<file path="config.mk">
export PLATFORM = sky130hd
export DESIGN_NAME = id_ex_operand_stage_flat
export DESIGN_NICKNAME = d
export VERILOG_FILES = /design/src/rtl/mips_pkg.sv /design/src/rtl/id_ex_operand_stage_if.sv /design/src/rtl/forwarding_unit.sv /design/src/rtl/id_ex_operand_stage.sv /design/src/flat_wrapper.sv
export SDC_FILE = /design/constraint.sdc
export NUM_CORES = 1
export LEC_CHECK = 0
export ABC_AREA = 1
export CORE_AREA = 2 2 120 122
export CTS_CLUSTER_DIAMETER = 200
export DETAILED_ROUTE_END_ITERATION = 10
export DIE_AREA = 0 0 122 124
export DONT_BUFFER_PORTS = 1
export GPL_TIMING_DRIVEN = 0
export HOLD_SLACK_MARGIN = 0.15
export REMOVE_ABC_BUFFERS = 1
export SLEW_MARGIN = 20
export SYNTH_ARGS = -nofsm -noshare
export SYNTH_HDL_FRONTEND = slang
export SYNTH_HIERARCHICAL = 1
export SYNTH_SLANG_ARGS = --single-unit
</file>
<file path="constraint.sdc">
create_clock -name clk -period 10.6 [get_ports clk]
set_input_delay 1.59 -clock clk [delete_from_list [all_inputs] [get_ports clk]]
set_output_delay 1.59 -clock clk [all_outputs]
set_load 0.01 [all_outputs]
</file>
<file path="src/rtl/mips_pkg.sv">
// Shared definitions for the MIPS pipeline: widths, ALU operation codes,
// forward-select encoding and the per-source forwarding priority rule.
package mips_pkg;

   localparam int DATA_WIDTH     = 32;
   localparam int REG_ADDR_WIDTH = 5;

   typedef enum logic [3:0] {
      ALU_AND  = 4'b0000,
      ALU_OR   = 4'b0001,
      ALU_NOR  = 4'b0010,
      ALU_ADD  = 4'b0011,
      ALU_SUB  = 4'b0100,
      ALU_XOR  = 4'b0101,
      ALU_WORD = 4'b0110,
      ALU_LUI  = 4'b1010
   } alu_op_e;

   typedef enum logic [1:0] {
      FWD_RF  = 2'd0,
      FWD_MEM = 2'd1,
      FWD_WB  = 2'd2
   } fwd_sel_e;

   // MEM holds the younger producer, so it wins over WB; $0 is hardwired
   // to zero and must never pick up a forwarded value.
   function automatic fwd_sel_e fwd_select(
      input logic [REG_ADDR_WIDTH-1:0] src_addr,
      input logic                      mem_reg_write,
      input logic [REG_ADDR_WIDTH-1:0] mem_wb_addr,
      input logic                      wb_reg_write,
      input logic [REG_ADDR_WIDTH-1:0] wb_wb_addr
   );
      fwd_sel_e sel;
      sel = FWD_RF;
      if (src_addr != '0) begin
         if (mem_reg_write && (mem_wb_addr == src_addr))
            sel = FWD_MEM;
         else if (wb_reg_write && (wb_wb_addr == src_addr))
            sel = FWD_WB;
      end
      return sel;
   endfunction

endpackage

</file>
<file path="src/rtl/id_ex_operand_stage_if.sv">
// Bundle between the ID/MEM/WB side of the pipeline and the ID/EX operand
// stage. master = pipeline around the stage, slave = the stage itself.
interface id_ex_operand_stage_if;
   import mips_pkg::*;

   logic                      id_valid;
   logic [REG_ADDR_WIDTH-1:0] id_rs_addr;
   logic [REG_ADDR_WIDTH-1:0] id_rt_addr;
   logic                      id_uses_rt;
   logic [DATA_WIDTH-1:0]     id_read_data_1;
   logic [DATA_WIDTH-1:0]     id_read_data_2;
   logic [DATA_WIDTH-1:0]     id_imm_ext;
   logic                      id_alu_src;
   logic [3:0]                id_alu_operation;
   logic                      id_mem_read;
   logic                      id_mem_write;
   logic                      id_reg_write;
   logic [REG_ADDR_WIDTH-1:0] id_wb_addr;
   logic                      flush;
   logic                      mem_reg_write;
   logic [REG_ADDR_WIDTH-1:0] mem_wb_addr;
   logic [DATA_WIDTH-1:0]     mem_alu_result;
   logic                      wb_reg_write;
   logic [REG_ADDR_WIDTH-1:0] wb_wb_addr;
   logic [DATA_WIDTH-1:0]     wb_write_data;

   logic                      stall_id;
   logic                      ex_valid;
   logic [3:0]                alu_operation;
   logic [DATA_WIDTH-1:0]     alu_a;
   logic [DATA_WIDTH-1:0]     alu_b;
   logic [DATA_WIDTH-1:0]     ex_store_data;
   logic                      ex_mem_read;
   logic                      ex_mem_write;
   logic                      ex_reg_write;
   logic [REG_ADDR_WIDTH-1:0] ex_wb_addr;

   modport master (
      output id_valid, id_rs_addr, id_rt_addr, id_uses_rt, id_read_data_1,
             id_read_data_2, id_imm_ext, id_alu_src, id_alu_operation,
             id_mem_read, id_mem_write, id_reg_write, id_wb_addr, flush,
             mem_reg_write, mem_wb_addr, mem_alu_result,
             wb_reg_write, wb_wb_addr, wb_write_data,
      input  stall_id, ex_valid, alu_operation, alu_a, alu_b, ex_store_data,
             ex_mem_read, ex_mem_write, ex_reg_write, ex_wb_addr
   );

   modport slave (
      input  id_valid, id_rs_addr, id_rt_addr, id_uses_rt, id_read_data_1,
             id_read_data_2, id_imm_ext, id_alu_src, id_alu_operation,
             id_mem_read, id_mem_write, id_reg_write, id_wb_addr, flush,
             mem_reg_write, mem_wb_addr, mem_alu_result,
             wb_reg_write, wb_wb_addr, wb_write_data,
      output stall_id, ex_valid, alu_operation, alu_a, alu_b, ex_store_data,
             ex_mem_read, ex_mem_write, ex_reg_write, ex_wb_addr
   );

endinterface

</file>
<file path="src/rtl/forwarding_unit.sv">
// Combinational forward-select generation for the two EX source operands.
module forwarding_unit
   import mips_pkg::*;
(
   input  logic [REG_ADDR_WIDTH-1:0] i_ex_rs_addr,
   input  logic [REG_ADDR_WIDTH-1:0] i_ex_rt_addr,
   input  logic                      i_mem_reg_write,
   input  logic [REG_ADDR_WIDTH-1:0] i_mem_wb_addr,
   input  logic                      i_wb_reg_write,
   input  logic [REG_ADDR_WIDTH-1:0] i_wb_wb_addr,
   output fwd_sel_e                  o_fwd_rs,
   output fwd_sel_e                  o_fwd_rt
);

   // Same priority rule applied independently to rs and rt.
   always_comb begin
      o_fwd_rs = fwd_select(i_ex_rs_addr, i_mem_reg_write, i_mem_wb_addr,
                            i_wb_reg_write, i_wb_wb_addr);
      o_fwd_rt = fwd_select(i_ex_rt_addr, i_mem_reg_write, i_mem_wb_addr,
                            i_wb_reg_write, i_wb_wb_addr);
   end

endmodule

</file>
<file path="src/rtl/id_ex_operand_stage.sv">
// ID/EX pipeline register plus EX operand selection feeding the ALU.
// Build option ID_EX_FORWARDING_EN: when defined, RAW hazards are resolved
// by MEM/WB forwarding and only load-use stalls; when undefined, operands
// come from register-file data only and every EX/MEM RAW hazard stalls
// until the producer has reached WB (write-first register file).
module id_ex_operand_stage
   import mips_pkg::*;
(
   input logic                  clk,
   input logic                  reset,
   id_ex_operand_stage_if.slave bus
);

   logic                      r_ex_valid;
   logic [REG_ADDR_WIDTH-1:0] r_rs_addr;
   logic [REG_ADDR_WIDTH-1:0] r_rt_addr;
   logic [DATA_WIDTH-1:0]     r_read_data_1;
   logic [DATA_WIDTH-1:0]     r_read_data_2;
   logic [DATA_WIDTH-1:0]     r_imm_ext;
   logic                      r_alu_src;
   logic [3:0]                r_alu_operation;
   logic                      r_mem_read;
   logic                      r_mem_write;
   logic                      r_reg_write;
   logic [REG_ADDR_WIDTH-1:0] r_wb_addr;

   logic                  w_hazard;
   logic                  w_bubble;
   logic [DATA_WIDTH-1:0] w_rs_val;
   logic [DATA_WIDTH-1:0] w_rt_val;

   // True when a nonzero producer address is read by the instruction in ID.
   function automatic logic id_reads(input logic [REG_ADDR_WIDTH-1:0] addr);
      return (addr != '0) &&
             ((addr == bus.id_rs_addr) ||
              (bus.id_uses_rt && (addr == bus.id_rt_addr)));
   endfunction

`ifdef ID_EX_FORWARDING_EN
   fwd_sel_e w_fwd_rs;
   fwd_sel_e w_fwd_rt;

   forwarding_unit u_forwarding_unit (
      .i_ex_rs_addr    (r_rs_addr),
      .i_ex_rt_addr    (r_rt_addr),
      .i_mem_reg_write (bus.mem_reg_write),
      .i_mem_wb_addr   (bus.mem_wb_addr),
      .i_wb_reg_write  (bus.wb_reg_write),
      .i_wb_wb_addr    (bus.wb_wb_addr),
      .o_fwd_rs        (w_fwd_rs),
      .o_fwd_rt        (w_fwd_rt)
   );

   // Only a load in EX cannot be forwarded in time.
   assign w_hazard = bus.id_valid && r_ex_valid && r_mem_read &&
                     id_reads(r_wb_addr);

   // Operand muxes: registered RF data unless a younger producer matches.
   always_comb begin
      w_rs_val = r_read_data_1;
      w_rt_val = r_read_data_2;
      case (w_fwd_rs)
         FWD_MEM: w_rs_val = bus.mem_alu_result;
         FWD_WB:  w_rs_val = bus.wb_write_data;
         default: w_rs_val = r_read_data_1;
      endcase
      case (w_fwd_rt)
         FWD_MEM: w_rt_val = bus.mem_alu_result;
         FWD_WB:  w_rt_val = bus.wb_write_data;
         default: w_rt_val = r_read_data_2;
      endcase
   end
`else
   logic w_unused_nofwd;

   // Without forwarding, any producer still in EX or MEM blocks ID; once it
   // is in WB the write-first register file already returns the new value.
   assign w_hazard = bus.id_valid &&
                     ((r_ex_valid && r_reg_write && id_reads(r_wb_addr)) ||
                      (bus.mem_reg_write && id_reads(bus.mem_wb_addr)));

   assign w_unused_nofwd = ^{bus.mem_alu_result, bus.wb_reg_write,
                             bus.wb_wb_addr, bus.wb_write_data,
                             r_rs_addr, r_rt_addr};

   // Operands straight from the registered RF data.
   always_comb begin
      w_rs_val = r_read_data_1;
      w_rt_val = r_read_data_2;
   end
`endif

   assign w_bubble     = bus.flush | w_hazard;
   assign bus.stall_id = w_hazard & ~bus.flush;

   // ID/EX register: bubble on flush/hazard, otherwise capture ID.
   always_ff @(posedge clk or posedge reset) begin
      if (reset) begin
         r_ex_valid      <= 1'b0;
         r_rs_addr       <= '0;
         r_rt_addr       <= '0;
         r_read_data_1   <= '0;
         r_read_data_2   <= '0;
         r_imm_ext       <= '0;
         r_alu_src       <= 1'b0;
         r_alu_operation <= 4'b0000;
         r_mem_read      <= 1'b0;
         r_mem_write     <= 1'b0;
         r_reg_write     <= 1'b0;
         r_wb_addr       <= '0;
      end else if (w_bubble || !bus.id_valid) begin
         r_ex_valid      <= 1'b0;
         r_rs_addr       <= '0;
         r_rt_addr       <= '0;
         r_read_data_1   <= '0;
         r_read_data_2   <= '0;
         r_imm_ext       <= '0;
         r_alu_src       <= 1'b0;
         r_alu_operation <= 4'b0000;
         r_mem_read      <= 1'b0;
         r_mem_write     <= 1'b0;
         r_reg_write     <= 1'b0;
         r_wb_addr       <= '0;
      end else begin
         r_ex_valid      <= 1'b1;
         r_rs_addr       <= bus.id_rs_addr;
         r_rt_addr       <= bus.id_rt_addr;
         r_read_data_1   <= bus.id_read_data_1;
         r_read_data_2   <= bus.id_read_data_2;
         r_imm_ext       <= bus.id_imm_ext;
         r_alu_src       <= bus.id_alu_src;
         r_alu_operation <= bus.id_alu_operation;
         r_mem_read      <= bus.id_mem_read;
         r_mem_write     <= bus.id_mem_write;
         r_reg_write     <= bus.id_reg_write;
         r_wb_addr       <= bus.id_wb_addr;
      end
   end

   // Data outputs are held at zero while EX carries a bubble so forward
   // sources cannot leak into an idle ALU.
   always_comb begin
      bus.alu_a         = r_ex_valid ? w_rs_val : '0;
      bus.alu_b         = r_ex_valid ? (r_alu_src ? r_imm_ext : w_rt_val) : '0;
      bus.ex_store_data = r_ex_valid ? w_rt_val : '0;
   end

   assign bus.ex_valid      = r_ex_valid;
   assign bus.alu_operation = r_alu_operation;
   assign bus.ex_mem_read   = r_mem_read;
   assign bus.ex_mem_write  = r_mem_write;
   assign bus.ex_reg_write  = r_reg_write;
   assign bus.ex_wb_addr    = r_wb_addr;

endmodule

</file>
<file path="src/flat_wrapper.sv">
// flat-port wrapper written by rule: the top's interface ports become plain ports
module id_ex_operand_stage_flat import mips_pkg::*;
  (clk, reset, bus_id_valid, bus_id_rs_addr, bus_id_rt_addr, bus_id_uses_rt, bus_id_read_data_1, bus_id_read_data_2, bus_id_imm_ext, bus_id_alu_src, bus_id_alu_operation, bus_id_mem_read, bus_id_mem_write, bus_id_reg_write, bus_id_wb_addr, bus_flush, bus_mem_reg_write, bus_mem_wb_addr, bus_mem_alu_result, bus_wb_reg_write, bus_wb_wb_addr, bus_wb_write_data, bus_stall_id, bus_ex_valid, bus_alu_operation, bus_alu_a, bus_alu_b, bus_ex_store_data, bus_ex_mem_read, bus_ex_mem_write, bus_ex_reg_write, bus_ex_wb_addr);
  id_ex_operand_stage_if bus_i ();
  input logic clk;
  input logic reset;
  input wire logic [$bits(bus_i.id_valid)-1:0] bus_id_valid;
  input wire logic [$bits(bus_i.id_rs_addr)-1:0] bus_id_rs_addr;
  input wire logic [$bits(bus_i.id_rt_addr)-1:0] bus_id_rt_addr;
  input wire logic [$bits(bus_i.id_uses_rt)-1:0] bus_id_uses_rt;
  input wire logic [$bits(bus_i.id_read_data_1)-1:0] bus_id_read_data_1;
  input wire logic [$bits(bus_i.id_read_data_2)-1:0] bus_id_read_data_2;
  input wire logic [$bits(bus_i.id_imm_ext)-1:0] bus_id_imm_ext;
  input wire logic [$bits(bus_i.id_alu_src)-1:0] bus_id_alu_src;
  input wire logic [$bits(bus_i.id_alu_operation)-1:0] bus_id_alu_operation;
  input wire logic [$bits(bus_i.id_mem_read)-1:0] bus_id_mem_read;
  input wire logic [$bits(bus_i.id_mem_write)-1:0] bus_id_mem_write;
  input wire logic [$bits(bus_i.id_reg_write)-1:0] bus_id_reg_write;
  input wire logic [$bits(bus_i.id_wb_addr)-1:0] bus_id_wb_addr;
  input wire logic [$bits(bus_i.flush)-1:0] bus_flush;
  input wire logic [$bits(bus_i.mem_reg_write)-1:0] bus_mem_reg_write;
  input wire logic [$bits(bus_i.mem_wb_addr)-1:0] bus_mem_wb_addr;
  input wire logic [$bits(bus_i.mem_alu_result)-1:0] bus_mem_alu_result;
  input wire logic [$bits(bus_i.wb_reg_write)-1:0] bus_wb_reg_write;
  input wire logic [$bits(bus_i.wb_wb_addr)-1:0] bus_wb_wb_addr;
  input wire logic [$bits(bus_i.wb_write_data)-1:0] bus_wb_write_data;
  output wire logic [$bits(bus_i.stall_id)-1:0] bus_stall_id;
  output wire logic [$bits(bus_i.ex_valid)-1:0] bus_ex_valid;
  output wire logic [$bits(bus_i.alu_operation)-1:0] bus_alu_operation;
  output wire logic [$bits(bus_i.alu_a)-1:0] bus_alu_a;
  output wire logic [$bits(bus_i.alu_b)-1:0] bus_alu_b;
  output wire logic [$bits(bus_i.ex_store_data)-1:0] bus_ex_store_data;
  output wire logic [$bits(bus_i.ex_mem_read)-1:0] bus_ex_mem_read;
  output wire logic [$bits(bus_i.ex_mem_write)-1:0] bus_ex_mem_write;
  output wire logic [$bits(bus_i.ex_reg_write)-1:0] bus_ex_reg_write;
  output wire logic [$bits(bus_i.ex_wb_addr)-1:0] bus_ex_wb_addr;
  assign bus_i.id_valid = bus_id_valid;
  assign bus_i.id_rs_addr = bus_id_rs_addr;
  assign bus_i.id_rt_addr = bus_id_rt_addr;
  assign bus_i.id_uses_rt = bus_id_uses_rt;
  assign bus_i.id_read_data_1 = bus_id_read_data_1;
  assign bus_i.id_read_data_2 = bus_id_read_data_2;
  assign bus_i.id_imm_ext = bus_id_imm_ext;
  assign bus_i.id_alu_src = bus_id_alu_src;
  assign bus_i.id_alu_operation = bus_id_alu_operation;
  assign bus_i.id_mem_read = bus_id_mem_read;
  assign bus_i.id_mem_write = bus_id_mem_write;
  assign bus_i.id_reg_write = bus_id_reg_write;
  assign bus_i.id_wb_addr = bus_id_wb_addr;
  assign bus_i.flush = bus_flush;
  assign bus_i.mem_reg_write = bus_mem_reg_write;
  assign bus_i.mem_wb_addr = bus_mem_wb_addr;
  assign bus_i.mem_alu_result = bus_mem_alu_result;
  assign bus_i.wb_reg_write = bus_wb_reg_write;
  assign bus_i.wb_wb_addr = bus_wb_wb_addr;
  assign bus_i.wb_write_data = bus_wb_write_data;
  assign bus_stall_id = bus_i.stall_id;
  assign bus_ex_valid = bus_i.ex_valid;
  assign bus_alu_operation = bus_i.alu_operation;
  assign bus_alu_a = bus_i.alu_a;
  assign bus_alu_b = bus_i.alu_b;
  assign bus_ex_store_data = bus_i.ex_store_data;
  assign bus_ex_mem_read = bus_i.ex_mem_read;
  assign bus_ex_mem_write = bus_i.ex_mem_write;
  assign bus_ex_reg_write = bus_i.ex_reg_write;
  assign bus_ex_wb_addr = bus_i.ex_wb_addr;
  id_ex_operand_stage u_core (.clk(clk), .reset(reset), .bus(bus_i));
endmodule
</file>
[Word-level counts from Yosys, hierarchy flattened]
Cells that the tools add are included.
Word-level totals
  memories kept: 0
  output and inout bits: 110
  memory bits (read-only): 0
  word-level logic and storage cells: 46
  bits in latches: 0
  RAM bits: 0
  bits of input ports: 200
  flip-flop bits (word level): 110
Cells by class
  bitwise gates (word level): 3
  reduce and logical (&&, ||, !) cells: 15
  multiplexer cells: 14
  shift-type cells: 0
  divide/modulo/power cells: 0
  $add $sub $neg: 0
  multiply operators: 0
  magnitude comparators: 0
  eq/ne operators: 4
Operators with widths (count)
  $mux W32: 7
  $eq A5 B5 Y1: 4
  $reduce_bool A5 Y1: 2
  $logic_and A1 B1 Y1: 8
  $mux W1: 5
  $mux W5: 1
  $logic_or A1 B1 Y1: 4
  $mux W4: 1
  $and A1 B1 Y1: 1
  $logic_not A1 Y1: 1
  $not A1 Y1: 1
  $or A1 B1 Y1: 1

[Depth between registers and ports, before layout]
Gate-level depths: netlist of the first run.
  depth in word-level cells: 10
  gate-level depth with buffers: 11
  mapped depth without buffers: 9

[Worst setup path after synthesis of the first run]
No wires, ideal clock.
  path kind: input to output
  from: in bus_mem_wb_addr[3]
  to: out bus_stall_id
  stages: 8
  setup slack: 6.730 ns
  data required time: 9.010 ns
  path buffers: 0
  arrival: 2.280 ns
  cell sequence: inv_1 nand2_1 nand2_1 nor2_1 nand3_1 nand2_1 nand2_1 a21boi_0
Between the ends
  word-level cells in the longest chain between the ends: 8
  elaborated cells between the ends (all ways): 10
  those cells by class: 2 x eq/ne; 1 x bitwise; 7 x reduce/logical
RTL lines
  from (decl): RTL line flat_wrapper.sv:22  | input wire logic [$bits(bus_i.mem_wb_addr)-1:0] bus_mem_wb_addr;
  $eq A5 B5 Y1: RTL line id_ex_operand_stage.sv:36  | (bus.id_uses_rt && (addr == bus.id_rt_addr)));
  $logic_and A1 B1 Y1: RTL line id_ex_operand_stage.sv:36
  $logic_or A1 B1 Y1: RTL line id_ex_operand_stage.sv:35  | ((addr == bus.id_rs_addr) ||
  $logic_and A1 B1 Y1 *: RTL line id_ex_operand_stage.sv:34  | return (addr != '0) &&
  $logic_and A1 B1 Y1 *: RTL line id_ex_operand_stage.sv:80  | (bus.mem_reg_write && id_reads(bus.mem_wb_addr)));
  $logic_or A1 B1 Y1 *: RTL line id_ex_operand_stage.sv:79  | ((r_ex_valid && r_reg_write && id_reads(r_wb_addr)) ||
  $logic_and A1 B1 Y1 *: RTL line id_ex_operand_stage.sv:78  | assign w_hazard = bus.id_valid &&
  $and A1 B1 Y1 *: RTL line id_ex_operand_stage.sv:94  | assign bus.stall_id = w_hazard & ~bus.flush;
  to (decl): RTL line flat_wrapper.sv:27  | output wire logic [$bits(bus_i.stall_id)-1:0] bus_stall_id;
Mark *: on every way between the ends. The rest lies on a longest branch, timed or not.

[Final worst setup path of the first run]
Ends and elaborated chain as after synthesis.

==> results of run 1 <==
==> cell type report <==
class | instances | area (µm²)
clock inverters | 6 | 46.3
clock buffers | 10 | 229
inverters | 198 | 748
repair buffers | 3 | 75.1
fillers | 1485 | 8250
multi-input cells | 349 | 1390
flip-flops and latches | 110 | 2760
well taps | 180 | 225
==> layer usage <==
| layer | vias to the layer above | wire, µm | GRT usage |
|---|---|---|---|
| met3 | 11 | 916 | 0.0444 |
| met2 | 135 | 5660 | 0.260 |
| met4 | 0 | 190 | 0.0654 |
| met5 | - | 0 | 0 |
| li1 | 1864 | - | - |
| met1 | 1694 | 4640 | 0.175 |
==> flip-flops by register name, summed over array words and instances, names as in the netlist, 4 cells and up <==
signal / flops
u_core/bus.alu_operation: 4
u_core/r_imm_ext: 32
u_core/bus.ex_wb_addr: 5
u_core/r_read_data_1: 32
u_core/r_read_data_2: 32
==> power by group <==
group	switching, mW	internal, mW	leakage (nW)
clock network	0.157	0.162	0.135
logic	0.0469	0.0195	2.07
registers	0.0117	0.436	1.48
==> worst min-delay path by stage <==
stage | start | end | slack, ns | depth (start not counted)
floorplan | bus_id_alu_operation[0] | u_core/bus.alu_operation[0]$_DFF_PP0_ | 1.70 | 2
global placement | bus_id_read_data_1[7] | u_core/r_read_data_1[7]$_DFF_PP0_ | 1.70 | 2
detailed placement | u_core/bus.ex_reg_write$_DFF_PP0_ | u_core/bus.ex_wb_addr[4]$_DFF_PP0_ | 1.20 | 5
CTS | reset | u_core/r_read_data_1[15]$_DFF_PP0_ | 1.13 | 1
global route | reset | u_core/r_read_data_1[15]$_DFF_PP0_ | 1.16 | 1
finish | reset | u_core/r_read_data_1[15]$_DFF_PP0_ | 1.12 | 1
==> cell usage after synthesis <==
| cell | number |
|---|---|
| inv_1 | 198 |
| nor2_1 | 185 |
| nand2_1 | 117 |
| dfrtp_1 | 110 |
| o21ai_0 | 34 |
| clkbuf_1 | 17 |
| buf_6 | 11 |
| nand3_1 | 7 |
| xnor2_1 | 2 |
| a21boi_0 | 1 |
| a21oi_1 | 1 |
| buf_2 | 1 |
| nand4_1 | 1 |
| nor3_1 | 1 |
==> cell families (layout without fill, tap and decap cells) <==
| family | after synthesis | count (layout) | share of synthesized area |
|---|---|---|---|
| flops | 110 | 110 | 0.543 |
| xor+xnor | 2 | 2 | 0.00346 |
| compound gates | 36 | 36 | 0.0360 |
| buf+inv | 227 | 217 | 0.185 |
| simple gates | 311 | 311 | 0.233 |
==> through the flow <==
| step | utilization | cells | worst slack [ns] | hold slack (ns) | total power, mW |
|---|---|---|---|---|---|
| global route | 0.399 | 856 | 6.33 | 1.16 | 0.877 |
| detailed placement | 0.379 | 840 | 6.47 | 1.20 | 0.525 |
| CTS | 0.399 | 856 | 6.47 | 1.13 | 0.848 |
| global placement | 0.372 | 837 | 4.23 | 1.70 | 0.525 |
| finish | 0.399 | 856 | 6.44 | 1.12 | 0.833 |
| floorplan | - | 657 | 6.11 | 1.70 | 0.506 |
==> layout by cell type (no fill, tap or decap), types with 2 or more instances in the layout <==
cell / instances
buf_16: 2
clkbuf_16: 9
clkinv_2: 2
dfrtp_1: 108
inv_1: 196
inv_6: 2
nand2_1: 117
nand3_1: 6
nor2_1: 185
o21ai_0: 34
xnor2_1: 2
==> key figures, run 1 <==
Worst setup path
  – CP Data Arrival Time: 2.57 ns
  – Slowest cell delay on critical path: 0.46 ns
  – Critical Path Fanout Max: 3
  – Crit-path most repeated cell: nand2_1
  – Worst setup SP type: input pin
  – CP Data Required Time: 9.01 ns
  – Critical path launch point: bus_mem_wb_addr[3]
  – Buffers & Inverters on Critical Path: 1
  – CP endpoint: bus_stall_id
  – CP Depth: 8
  – Critical path's top delay family: simple AND/OR/NAND/NOR gates
  – CP Cell Sequence: inv_1 > nand2_1 > nand2_1 > nor2_1 > nand3_1 > nand2_1 > nand2_1 > a21boi_0
  – Path depth of the worst reg2reg path: 6
  – WS Path Type: in2out
  – CP max-delay cell: a21boi_0
  – Worst r2r src: u_core/bus.ex_valid$_DFF_PP0_
  – Worst flop-to-flop path endpoint: u_core/r_read_data_1[29]$_DFF_PP0_
  – CP endpoint kind: primary output
  – R2R Setup Slk: 8.40 ns

Global routing
  – Grt total ovfl: 0
  – Gr usage total: 0.151
  – Antenna violations before repair: 0
  – Vias in the first global route: 3477
  – First-pass GRT wire length: 17.3 mm
  – Largest net degree at the start of global routing: 63

Floorplan
  – Die area: 15100 µm²
  – Die H: 124 µm
  – Initial Util: 0.369
  – Die Wd: 122 µm
  – Core Area: 13700 µm²
  – Num rows: 43
  – I/O Pins: 310

Timing
  – Ratio of final minimum period to clock period: 0.393
  – Tmin final: 4.16 ns
  – Slew HR: 0.551
  – Final hold viol count: 0
  – Final setup violation count: 0
  – Final-report max-slew violation count: 0
  – Fin Setup TNS: 0 ns
  – Fin Clk Skew: 0.00783 ns
  – Unrepaired setup endpoints after global routing: no
  – Fmax: 0.240 GHz
  – Slew @ Worst Pin: 0.672 ns

Yosys
  – Synth area leaders: dfrtp_1, inv_1, nor2_1
  – Yosys warns: 6
  – Synth area leader: dfrtp_1
  – Sequential share of the synthesized area: 0.543
  – Yosys reg bits: 110
  – Post-Syn Area per Cell: 7.39 µm²
  – Synthesized cell area: 5070 µm²
  – Post-Synthesis Cells: 686
  – Distinct cells, synth: 14
  – Synth top area share: 0.543

Routing
  – Drt total wl: 11.4 mm
  – TritonRoute pass-1 iters: 4
  – DRC Markers: 0
  – Antenna Nets Post-Route: 0
  – DRT iter0 DRCs: 98
  – Via Count: 3704
  – WL per Instance: 13.3 µm
  – Vias per cell: 4.33

Power
  – Peak supply drop: 0.0776 mV
  – Leakage: 3.68 nW
  – Pwr dens: 152 nW/µm²

Place
  – RD Place Congestion: 0.757
  – I/O Buffers: 0
  – Hpwl dp: 7.81 mm
  – Dpl cell area: 5200 µm²

Cells and area
  – Diodes inserted: 0
  – Fraction of layout instances using a drive strength above 1: 0.0340
  – # nets final: 871
  – Area grow syn2layout: 8.00%
  – Final instance area: 5470 µm²

CTS
  – Num CTS Buffers: 9
  – Post-cts sizing count: 0
  – CTS H-tree lvls: 3
  – Num Clock Sinks: 110
  – Postcts setup bufs: 0
  – Clock buffer depth: 2
  – Clk Latency, worst-skew pair: 0.35 ns
  – CTS tree: done
  – Cts hold-fix bufs: 0
  – Clock transition at the registers of the reported paths: 0.07 ns
  – Root buf cell: clkbuf_16

Hold path
  – Type of the worst min-delay path: in2async

Outcome
  – Status: complete, no violations

Flow run
  – Max-cap violations: 0
(Power assumes the default switching activity.)
==> inputs of run 2 (changes only) <==
--- a/config.mk
+++ b/config.mk
@@ -5,7 +5,7 @@
 export SDC_FILE = /design/constraint.sdc
 export NUM_CORES = 1
 export LEC_CHECK = 0
-export ABC_AREA = 1
+export ABC_AREA = 0
 export CORE_AREA = 2 2 120 122
 export CTS_CLUSTER_DIAMETER = 200
 export DETAILED_ROUTE_END_ITERATION = 10
==> constraint.sdc (replaced) <==
create_clock -name clk -period 4.25 [get_ports clk]
set_input_delay 0.6375 -clock clk [delete_from_list [all_inputs] [get_ports clk]]
set_output_delay 0.6375 -clock clk [all_outputs]
set_load 0.01 [all_outputs]
==> run 2 against run 1 <==
Register-to-register slack worse by 6.5 ns. Sequential cell count stayed put. Via count is 25% lower. Critical path type is now reg2out. Critical endpoint unchanged.
==> key figures, run 2 <==
Cells and area
  – Fraction of layout instances using a drive strength above 1: 0.0613
  – Area grow syn2layout: 10.6%
  – Most common cell after layout, fill and taps aside: and2_1
  – Fin util: 0.384
  – Most frequent cells in the layout: and2_1, dfrtp_1, mux2i_1, nor2b_1, xnor2_1
  – Final instance area: 5270 µm²
  – # nets final: 603
  – Top Registers: u_core/r_imm_ext (32), u_core/r_read_data_1 (32), u_core/r_read_data_2 (32)
  – Fillers: 1335
  – Diodes inserted: 0

Floorplan
  – I/O Pins: 310
  – Num rows: 43
  – Initial Util: 0.347
  – Die area: 15100 µm²
  – Die Wd: 122 µm
  – Die H: 124 µm
  – Core Area: 13700 µm²

Place
  – Dpl cell area: 4990 µm²
  – RD Place Congestion: 0.666
  – Hpwl dp: 7.43 mm
  – I/O Buffers: 0

Global routing
  – Largest net degree at the start of global routing: 99
  – Antenna violations before repair: 0
  – First-pass GRT wire length: 14.3 mm
  – Grt total ovfl: 0
  – Vias in the first global route: 2869
  – Gr usage total: 0.127

Power
  – Leakage: 2.34 nW
  – Peak supply drop: 0.213 mV
  – Pwr dens: 386 nW/µm²

Timing
  – Tmin final: 2.60 ns
  – Final setup violation count: 0
  – Final hold viol count: 0
  – Ratio of final minimum period to clock period: 0.611
  – Slew @ Worst Pin: 0.751 ns
  – Final-report max-slew violation count: 0
  – Fin Setup TNS: 0 ns
  – Unrepaired setup endpoints after global routing: no
  – Slew HR: 0.499
  – Fmax: 0.385 GHz
  – Fin Clk Skew: 0.0100 ns

Yosys
  – Cell with the most instances after synthesis: and2_1
  – Synth area leader: dfrtp_1
  – Synth top area share: 0.578
  – Synth area leaders: dfrtp_1, and2_1, mux2i_1
  – FFs w/ async S/R, synth: 1.00
  – Post-Synthesis Cells: 412
  – Distinct cells, synth: 23
  – Synthesized cell area: 4760 µm²
  – Yosys reg bits: 110
  – Synth Flop Type: dfrtp_1
  – Post-Syn Area per Cell: 11.6 µm²
  – Commonest cells post-synth: and2_1, dfrtp_1, mux2i_1, nor2b_1, xnor2_1
  – Yosys warns: 6
  – Sequential share of the synthesized area: 0.578
  – Number of synthesized flops with an enable pin: 0

CTS
  – Clk Latency, worst-skew pair: 0.35 ns
  – Post-cts sizing count: 0
  – Cts hold-fix bufs: 0
  – Num Clock Sinks: 110
  – CTS H-tree lvls: 3
  – Clock buffer depth: 2
  – Num CTS Buffers: 9
  – Root buf cell: clkbuf_16
  – CTS tree: done
  – Clock transition at the registers of the reported paths: 0.07 ns
  – Postcts setup bufs: 0

Hold path
  – Type of the worst min-delay path: in2async

Worst setup path
  – WS Path Type: reg2out
  – Critical Path Fanout Max: 98
  – CP Data Required Time: 3.61 ns
  – CP Data Arrival Time: 1.96 ns
  – Critical path launch point: u_core/bus.ex_valid$_DFF_PP0_
  – Worst r2r src: u_core/bus.ex_wb_addr[0]$_DFF_PP0_
  – CP endpoint kind: primary output
  – Worst setup SP type: flop

Flow run
  – Max-cap violations: 0

Routing
  – Vias per cell: 4.73
  – Antenna Nets Post-Route: 0
  – TritonRoute pass-1 iters: 4
  – DRC Markers: 0
  – Drt total wl: 9.93 mm
  – Via Count: 2782
  – WL per Instance: 16.9 µm
  – DRT iter0 DRCs: 27

Outcome
  – Status: complete, no violations
==> run 2: changes by cell type after synthesis, sizes merged, moves of 2 or more <==
cell / before / now
nor2b: 0 / 32
xnor2: 2 / 20
and2: 0 / 173
nand3: 7 / 2
mux2i: 0 / 32
clkbuf: 17 / 21
buf: 12 / 5
nand2: 117 / 4
nor2: 185 / 1
inv: 198 / 1
o22ai: 0 / 2
o21ai: 34 / 0
==> run 2: cell families after synthesis <==
kind of cell | synth area share
and+or+nand+nor | 0.282
buffers and inverters | 0.0250
DFF | 0.578
muxes | 0.0672
xor gates and xnor gates | 0.0368
AOI/OAI and AO/OA | 0.0110
==> run 2: routing by layer <==
| layer | GRT usage | vias to the layer above | routed length, µm | part of all wire |
|---|---|---|---|---|
| li1 | - | 1262 | - | - |
| met1 | 0.140 | 1357 | 3860 | 0.39 |
| met2 | 0.215 | 152 | 4890 | 0.49 |
| met3 | 0.0453 | 11 | 1010 | 0.10 |
| met4 | 0.0647 | 0 | 167 | 0.017 |
| met5 | 0 | - | 0 | 0 |
==> run 2: final timing paths <==
path                                                           end  slack, ns  depth (start not counted)
worst max-delay path                                  bus_stall_id       1.65                          3
worst min-delay path             u_core/r_read_data_1[8]$_DFF_PP0_       0.17                          1
worst max register to register  u_core/r_read_data_1[26]$_DFF_PP0_       1.87                          6
worst min register to register      u_core/r_imm_ext[19]$_DFF_PP0_       1.00                          3
max in group asynchronous               u_core/r_alu_src$_DFF_PP0_       3.41                          2
min in group clk                u_core/r_read_data_1[14]$_DFF_PP0_       0.41                          1
==> run 2: where the power goes <==
group	internal (mW)	switching, mW	total [mW]
clock	0.413	0.354	0.768
combinational	0.0674	0.0769	0.144
sequential	1.09	0.0319	1.12
==> run 2: critical path, cell delays in order, from the launching register on <==
cell,delay [ns]
dfrtp_4,0.89
o311a_1,0.35
a22oi_1,0.09
nor2_1,0.22
==> run 2: area by class of cell <==
class | instances | area (µm²) | share of cell area
clock buffers | 11 | 243 | 0.0461
clock inverters | 5 | 32.5 | 0.00618
inverters | 1 | 8.76 | 0.00166
multi-input cells | 275 | 1900 | 0.361
flip-flops and latches | 110 | 2760 | 0.524
well taps | 180 | 225 | 0.0428
repair buffers | 6 | 96.3 | 0.0183
==> run 2: stage by stage <==
step | total power, mW | hold WS [ns] | std cells | setup slack, ns
global placement | 1.28 | 0.767 | 566 | -1.58
CTS | 2.08 | 0.168 | 588 | 1.59
finish | 2.03 | 0.170 | 588 | 1.65
detailed placement | 1.29 | 0.553 | 572 | 1.62
global route | 2.14 | 0.194 | 588 | 1.42
floorplan | 1.24 | 0.766 | 386 | 0.259
==> inputs of run 3 (changes only) <==
--- a/config.mk
+++ b/config.mk
@@ -6,10 +6,10 @@
 export NUM_CORES = 1
 export LEC_CHECK = 0
 export ABC_AREA = 0
-export CORE_AREA = 2 2 120 122
+export CORE_AREA = 2 2 119 121
 export CTS_CLUSTER_DIAMETER = 200
 export DETAILED_ROUTE_END_ITERATION = 10
-export DIE_AREA = 0 0 122 124
+export DIE_AREA = 0 0 121 123
 export DONT_BUFFER_PORTS = 1
 export GPL_TIMING_DRIVEN = 0
 export HOLD_SLACK_MARGIN = 0.15
==> constraint.sdc (replaced) <==
create_clock -name clk -period 2.3 [get_ports clk]
set_input_delay 0.345 -clock clk [delete_from_list [all_inputs] [get_ports clk]]
set_output_delay 0.345 -clock clk [all_outputs]
set_load 0.01 [all_outputs]
==> run 3 against run 2 <==
Cell count up 20%. Total power rose by 100%. Clock skew increased by 0.0037 ns. Global-route usage rose by 3.8 points.
==> key figures, run 3 (synthesized netlist as in run 2, its figures left out) <==
Worst setup path
  – CP Cell Sequence: or3_1 > o311a_1 > a221oi_4 > buf_8 > buf_6 > and2_1
  – R2R Setup Slk: 0.09 ns
  – CP Data Arrival Time: 2.48 ns
  – Slowest cell delay on critical path: 0.45 ns
  – Critical Path Fanout Max: 25
  – CP max-delay cell: dfrtp_2
  – Worst setup SP type: flop
  – WS Path Type: reg2reg
  – CP Data Required Time: 2.58 ns
  – CP endpoint kind: flop

Floorplan
  – Initial Util: 0.350
  – Die H: 123 µm
  – Die Wd: 121 µm
  – Die area: 14900 µm²
  – Core Area: 13600 µm²
  – Num rows: 43
  – I/O Pins: 310

Power
  – Pwr dens: 633 nW/µm²
  – Seq pwr share: 0.503
  – Net Switching: 0.928 mW
  – Leakage: 2.86 nW
  – Peak supply drop: 0.459 mV
  – Switching Fraction: 0.226
  – Gate power share: 0.111
  – Clock group share of total power: 0.386
  – Pint: 3.18 mW

Outcome
  – Status: complete, no violations

Place
  – Hpwl dp: 7.46 mm
  – I/O Buffers: 0
  – Dpl ws: -0.139 ns
  – RD Place Congestion: 0.719

CTS
  – Clock transition at the registers of the reported paths: 0.07 ns
  – Clk Latency, worst-skew pair: 0.35 ns
  – Clock buffer depth: 2
  – Num CTS Buffers: 9
  – Root buf cell: clkbuf_16
  – CTS tree: done
  – CTS H-tree lvls: 3
  – Num Clock Sinks: 110

Global routing
  – Largest net degree at the start of global routing: 73
  – Grt total ovfl: 0
  – Antenna violations before repair: 0
  – First-pass GRT wire length: 18.6 mm
  – Gr usage total: 0.165
  – Vias in the first global route: 3720

Cells and area
  – # nets final: 719
  – Most frequent cells in the layout: and2_1, dlygate4sd3_1, dfrtp_1, mux2i_1, nor2b_1
  – Area grow syn2layout: 36.3%
  – Fraction of layout instances using a drive strength above 1: 0.0649
  – Fin util: 0.477
  – Diodes inserted: 0
  – Top Registers: u_core/r_imm_ext (32), u_core/r_read_data_1 (32), u_core/r_read_data_2 (32)
  – Most common cell after layout, fill and taps aside: and2_1

Routing
  – Via Count: 3321
  – DRT iter0 DRCs: 98
  – WL per Instance: 17.7 µm
  – DRC Markers: 0
  – Drt total wl: 12.5 mm
  – TritonRoute pass-1 iters: 4
  – Antenna Nets Post-Route: 0
  – Vias per cell: 4.72

Timing
  – Fin Clk Skew: 0.0137 ns
  – Final-report max-slew violation count: 0
  – Fmax: 0.453 GHz
  – Tmin final: 2.21 ns
  – Fin Setup TNS: 0 ns
  – Slew @ Worst Pin: 0.526 ns
  – Unrepaired setup endpoints after global routing: no
  – Final setup violation count: 0
  – Ratio of final minimum period to clock period: 0.959
  – Final worst slack: 0.0939 ns
  – Final hold viol count: 0
  – Slew HR: 0.649

Flow run
  – Max-cap violations: 0

Hold path
  – Type of the worst min-delay path: in2reg
==> run 3: cell types whose count changed in the layout (fill, tap and decap cells not counted), sizes merged <==
| cell | previous run | this run |
|---|---|---|
| clkbuf | 11 | 14 |
| clkinv | 4 | 2 |
| bufinv | 0 | 1 |
| dlygate4sd3 | 0 | 109 |
| buf | 6 | 11 |
==> run 3: final cells by class <==
class	instances	area, µm²
well taps	180	225
fillers	1198	7120
multi-input cells	275	1900
repair buffers	122	1290
flip-flops and latches	110	2760
clock buffers	12	256
inverters	1	8.76
clock inverters	4	52.6
==> run 3: through the flow <==
| step | cells | hold WS (ns) | instance area [µm²] | power (mW) |
|---|---|---|---|---|
| after floorplan | 386 | 0.474 | 4650 | 2.30 |
| after global placement | 566 | 0.475 | 4870 | 2.36 |
| after detailed placement | 572 | 0.226 | 4990 | 2.39 |
| after CTS | 699 | 0.160 | 6420 | 4.14 |
| after global routing | 704 | 0.160 | 6490 | 4.30 |
| final | 704 | 0.180 | 6490 | 4.11 |
==> run 3: worst paths after layout <==
check / cells past startpoint / start / to
max: 6 / u_core/bus.ex_wb_addr[0]$_DFF_PP0_ / u_core/r_read_data_1[10]$_DFF_PP0_
min: 1 / bus_id_read_data_1[18] / u_core/r_read_data_1[18]$_DFF_PP0_
max reg2reg: 6 / u_core/bus.ex_wb_addr[0]$_DFF_PP0_ / u_core/r_read_data_1[10]$_DFF_PP0_
min reg2reg: 4 / u_core/bus.ex_reg_write$_DFF_PP0_ / u_core/r_read_data_2[14]$_DFF_PP0_
max in group asynchronous: 3 / reset / u_core/r_imm_ext[0]$_DFF_PP0_
min in group asynchronous: 2 / reset / u_core/r_read_data_1[3]$_DFF_PP0_
==> run 3: power by group through the flow <==
| stage | logic, mW | clock network [mW] | registers (mW) |
|---|---|---|---|
| 3_3_place_gp | 0.244 | 0 | 2.12 |
| 3_5_place_dp | 0.275 | 0 | 2.11 |
| 6_report | 0.455 | 1.59 | 2.07 |
| 2_1_floorplan | 0.204 | 0 | 2.09 |
| 5_1_grt | 0.499 | 1.73 | 2.08 |
| 4_1_cts | 0.439 | 1.64 | 2.07 |
==> run 3: repair_timing <==
item | CTS | global route
pin swaps | 1 | 1
endpoints found under the hold margin | 146 | 0
setup buffers | 2 | 4
resized for setup | 0 | 3
cloned | 0 | 2
setup endpoints to repair | 55 | 52
hold buffers | 109 | 0
==> run 3: critical path, delay by kind of cell, from the launching register on <==
| kind | cells | cell delay [ns] |
|---|---|---|
| buffers and inverters | 2 | 0.35 |
| AO/OA/AOI/OAI | 2 | 0.78 |
| AND/OR/NAND/NOR | 2 | 0.56 |
| flip-flops | 1 | 0.45 |
==> run 3: routing by layer <==
metal  track usage  wire (µm)
met4        0.0647        249
met3        0.0646       1230
met1         0.173       4530
met5             0          0
met2         0.296       6460
